<file path="config.mk">
export PLATFORM = sky130hd
export DESIGN_NAME = id_ex_stage
export DESIGN_NICKNAME = d
export VERILOG_FILES = /design/src/rtl/id_ex_stage.sv
export SDC_FILE = /design/constraint.sdc
export NUM_CORES = 1
export LEC_CHECK = 0
export ABC_AREA = 1
export CELL_PAD_IN_SITES_DETAIL_PLACEMENT = 0
export CELL_PAD_IN_SITES_GLOBAL_PLACEMENT = 1
export CORE_UTILIZATION = 30
export DETAILED_ROUTE_END_ITERATION = 10
export PLACE_DENSITY_LB_ADDON = 0.2
export SYNTH_ARGS = -nofsm -noshare
export SYNTH_HDL_FRONTEND = slang
export SYNTH_SLANG_ARGS = --single-unit
</file>
<file path="constraint.sdc">
create_clock -name clk -period 1.7 [get_ports clk]
set_input_delay 0.255 -clock clk [delete_from_list [all_inputs] [get_ports clk]]
set_output_delay 0.255 -clock clk [all_outputs]
set_load 0.02 [all_outputs]
</file>
<file path="src/rtl/id_ex_stage.sv">
// id_ex_stage: ID/EX pipeline register feeding the ALU. It decodes the ALU control code
// when an instruction loads and forwards the operands from the EX/MEM and MEM/WB stages.
`default_nettype none

module id_ex_stage #(
  parameter int DW = 32,
  parameter int AW = 5,
  parameter int CW = 16
) (
  input  logic          clk,
  input  logic          rst_n,
  input  logic          flush,
  input  logic          in_valid,
  output logic          in_ready,
  input  logic [1:0]    in_aluop,
  input  logic [5:0]    in_funct,
  input  logic [DW-1:0] in_rs_data,
  input  logic [DW-1:0] in_rt_data,
  input  logic [DW-1:0] in_imm,
  input  logic          in_alusrc,
  input  logic [AW-1:0] in_rs,
  input  logic [AW-1:0] in_rt,
  input  logic [AW-1:0] in_dst,
  input  logic          in_regwrite,
  input  logic          in_memread,
  input  logic          in_memwrite,
  input  logic          in_memtoreg,
  input  logic          exm_regwrite,
  input  logic [AW-1:0] exm_dst,
  input  logic [DW-1:0] exm_data,
  input  logic          mwb_regwrite,
  input  logic [AW-1:0] mwb_dst,
  input  logic [DW-1:0] mwb_data,
  output logic          out_valid,
  input  logic          out_ready,
  output logic [3:0]    alu_control,
  output logic [DW-1:0] alu_a,
  output logic [DW-1:0] alu_b,
  output logic [DW-1:0] store_data,
  output logic [AW-1:0] out_dst,
  output logic          out_regwrite,
  output logic          out_memread,
  output logic          out_memwrite,
  output logic          out_memtoreg,
  output logic          out_illegal,
  output logic [CW-1:0] stall_count
);

  logic [DW-1:0] held_rs_data, held_rt_data, held_imm;
  logic [AW-1:0] held_rs, held_rt;
  logic          held_alusrc;
  logic [3:0]    ctl_dec;
  logic          illegal_dec;
  logic          load;
  logic [DW-1:0] fwd_rs, fwd_rt;

  assign in_ready = !out_valid | out_ready | flush;
  assign load     = in_valid & in_ready & !flush;

  always_comb begin
    ctl_dec     = 4'b0010;
    illegal_dec = 1'b0;
    case (in_aluop)
      2'b00: ctl_dec = 4'b0010;
      2'b01: ctl_dec = 4'b0110;
      2'b11: ctl_dec = 4'b0001;
      default: begin
        case (in_funct)
          6'b100000, 6'b100001: ctl_dec = 4'b0010;
          6'b100010, 6'b100011: ctl_dec = 4'b0110;
          6'b100100:            ctl_dec = 4'b0000;
          6'b100101:            ctl_dec = 4'b0001;
          6'b100111:            ctl_dec = 4'b1100;
          6'b101010:            ctl_dec = 4'b0111;
          default: begin
            ctl_dec     = 4'b0010;
            illegal_dec = 1'b1;
          end
        endcase
      end
    endcase
  end

  always_ff @(posedge clk or negedge rst_n) begin
    if (!rst_n) begin
      out_valid    <= 1'b0;
      alu_control  <= 4'b0000;
      held_rs_data <= '0;
      held_rt_data <= '0;
      held_imm     <= '0;
      held_rs      <= '0;
      held_rt      <= '0;
      held_alusrc  <= 1'b0;
      out_dst      <= '0;
      out_regwrite <= 1'b0;
      out_memread  <= 1'b0;
      out_memwrite <= 1'b0;
      out_memtoreg <= 1'b0;
      out_illegal  <= 1'b0;
      stall_count  <= '0;
    end else begin
      if (out_valid && !out_ready && !(&stall_count))
        stall_count <= stall_count + CW'(1);
      if (flush) begin
        // Squash only the strobes that cause side effects; data is don't-care once invalid.
        out_valid    <= 1'b0;
        out_regwrite <= 1'b0;
        out_memread  <= 1'b0;
        out_memwrite <= 1'b0;
      end else if (load) begin
        out_valid    <= 1'b1;
        alu_control  <= ctl_dec;
        held_rs_data <= in_rs_data;
        held_rt_data <= in_rt_data;
        held_imm     <= in_imm;
        held_rs      <= in_rs;
        held_rt      <= in_rt;
        held_alusrc  <= in_alusrc;
        out_dst      <= in_dst;
        out_regwrite <= in_regwrite & !illegal_dec;
        out_memread  <= in_memread;
        out_memwrite <= in_memwrite & !illegal_dec;
        out_memtoreg <= in_memtoreg;
        out_illegal  <= illegal_dec;
      end else if (out_ready) begin
        out_valid <= 1'b0;
      end
    end
  end

  // EX/MEM is applied last so that it takes priority over MEM/WB.
  always_comb begin
    fwd_rs = held_rs_data;
    fwd_rt = held_rt_data;
    if (mwb_regwrite && (mwb_dst != '0) && (mwb_dst == held_rs)) fwd_rs = mwb_data;
    if (exm_regwrite && (exm_dst != '0) && (exm_dst == held_rs)) fwd_rs = exm_data;
    if (mwb_regwrite && (mwb_dst != '0) && (mwb_dst == held_rt)) fwd_rt = mwb_data;
    if (exm_regwrite && (exm_dst != '0) && (exm_dst == held_rt)) fwd_rt = exm_data;
  end

  assign alu_a      = fwd_rs;
  assign store_data = fwd_rt;
  assign alu_b      = held_alusrc ? held_imm : fwd_rt;

endmodule

`default_nettype wire

</file>
==> impl_metrics.toml <==
[run_status]
outcome = "finished with violations"
violations = "negative setup slack"

[global_routing]
grt_max_degree = 49
grt_pass1_vias = 9169
grt_overflow = 0
grt_use_total = 0.2385
antenna_found_initial = 4
grt_pass1_wl_um = 51230

[timing]
worst_slew_pin_slew_ns = 0.7478
holdWs_ns = 0.3225
max_freq_mhz = 410.5
hold_viol_final = 0
slew_violations = 0
max_slew_margin = 0.4951
post-route-min-period_ns = 2.436
fin_ws_ns = -0.7361
finalClockSkew_ns = 0.007279
rsz0062_at_grt = "true"
setup_viol_count_final = 96
period_share = 1.433

[clock_tree]
cts_max_level = 4
clkSinkCount = 138
cts_buffers = 17
tritoncts = "done"
ctsLongestPathBuffers = 2
path_clk_slew_ns = 0.06
clk_latency_ns = 0.42
cts_root_buf = "clkbuf_16"

[power_and_ir_drop]
ir_worst_vdd_v = 0.0006242
powerDensity_nw_per_um2 = 976.1
power_leakage_nw = 7.517
power_mw = 14.02

[yosys]
synth_top_area_frac = 0.4237
synth_area_leaders = "dfrtp_1 42%, nand2_1 21%, nand3_1 11%"
synth_area_um2 = 8150
synth_area_leader_cell = "dfrtp_1"
synth_seq_cells = 138
synthFlopType = "dfrtp_1"
yosysWarningCount = 0
synth_nets = 1376
synth_cell_types = 32
avgSynthCellArea_um2 = 6.966
async_flop_share = 1.000
synth_edf_count = 0
yosysMostFrequentCell = "nand2_1"
ys_top_cells_by_count = "453 x nand2_1, 177 x nand3_1, 138 x dfrtp_1"
yosysSeqAreaShare = 0.4237
synth_cells = 1170

[worst_hold_path]
hold_path.class = "primary input to async pin"

[critical_path]
critPathKind = "flop to output pin"
start_kind = "flop"
setup.worst_path.end_class = "output pin"
required_ns = 1.44
cp.arrival_ns = 2.18
r2r_cells = 7
cp_max_fo = 11

[layout]
fin_util = 0.5451
fin_area_um2 = 14370
nets = 1756
drive_above_1_share = 0.2617
fill_cells = 2560
areaGrowthSynthToFinish_pct = 76.25

[drt]
ant_nets = 0
drc_errors = 0
drt_pre_antenna_iters = 5
vias = 9180
wirelength_um = 35240
drt_iter0_markers = 496
vias_per_cell = 4.834
wire_per_inst_um = 18.55

[die]
core_area_um2 = 26350
start_util = 0.3093
fp.dieW_um = 166.8
ioPinCount = 333
dieArea_um2 = 27830
dieHeight_um = 166.8
num_rows = 59

[placed_design]
placed_cell_area_um2 = 12380
port_buffers = 332
dp_hpwl_um = 24080
gp_congestion = 0.8683

[flow_run]
maxCapViolCount = 0
logic make-up after synthesis:
group                      after synthesis  synth area share
xor gates and xnor gates                32           0.03439
AOI/OAI and AO/OA                       75           0.04836
DFF                                    138            0.4237
and+or+nand+nor                        737            0.3955
adders and majority gates                1          0.001535
buffers and inverters                  187           0.09656
placed cells by master, fill, tap and decap left out, drive strengths merged, types with 32 or more instances in the layout:
cell type      instances
and2                  32
buf                  185
clkdlybuf4s50        204
dfrtp                138
inv                  119
nand2                454
nand3                178
nand4                 32
o21ai                 70
where the power goes:
group | internal (mW) | switching (mW) | total, mW
combinational | 2.52 | 2.94 | 5.46
sequential | 3.76 | 0.297 | 4.06
clock | 2.91 | 1.59 | 4.50
total | 9.20 | 4.82 | 14.0
through the flow:
step           std cells  setup TNS [ns]  setup slack, ns
6_report            1899          -64.62          -0.7361
5_1_grt             1899          -76.35          -0.8659
4_1_cts             1880          -62.49          -0.7514
3_5_place_dp        1841          -98.36           -1.101
3_3_place_gp        1841          -97.20           -1.092
2_1_floorplan       1170          -1.575         -0.05249
critical path, stage by stage (launching register included):
cell and delay (ns):
dfrtp_1 0.44, xnor2_2 0.15, nand2_2 0.09, nor2_4 0.19, nand3_4 0.19, clkbuf_16 0.23
nand2_1 0.07, nand3_2 0.07, and2_1 0.16, buf_4 0.15
state kept, by name, indices dropped and copies added, names as in the netlist, 4 cells and up:
register	cells
held_imm	32
held_rs_data	32
held_rt_data	32
stall_count	16
held_rs	5
held_rt	5
out_dst	5
alu_control	4
routing by layer:
layer	GRT usage	part of all wire	vias to the layer above
met4	0.06481	0.018	4
li1	-	-	4478
met5	0	0.00065	-
met3	0.05775	0.069	41
met1	0.2995	0.42	4340
met2	0.4062	0.49	317
repair_timing:
| item | in CTS | in global routing |
|---|---|---|
| hold buffers | 1 | 0 |
| setup buffers | 4 | 8 |
| gates cloned | 2 | 11 |
| pin swaps | 10 | 19 |
| resized for setup | 433 | 319 |
| endpoints found under the hold margin | 29 | 0 |
| setup endpoints to repair | 113 | 133 |
final timing paths:
check | slack (ns) | endpoint | from
min in group clk | 0.36 | held_imm[27] | in_imm[27]
max in group asynchronous | 0.77 | alu_control[1] | rst_n
max | -0.74 | store_data[15] | held_rt[0]
max reg2reg | 0.12 | stall_count[14] | stall_count[0]
min reg2reg | 0.48 | out_dst[1] | out_dst[1]
min | 0.32 | held_rs_data[7] | rst_n
cell type report:
| type | count | area [µm²] | share of cell area |
|---|---|---|---|
| inverter | 118 | 445.4 | 0.03101 |
| timing repair buffer | 430 | 4551 | 0.3168 |
| multi-input combinational | 845 | 4797 | 0.3339 |
| sequential | 138 | 3453 | 0.2404 |
| antenna | 1 | 2.502 | 0.0001742 |
| tap | 335 | 419.2 | 0.02918 |
| clock inverter | 15 | 271.5 | 0.01890 |
| clock buffer | 17 | 425.4 | 0.02961 |
No activity file was read; power rests on OpenSTA's default activity.
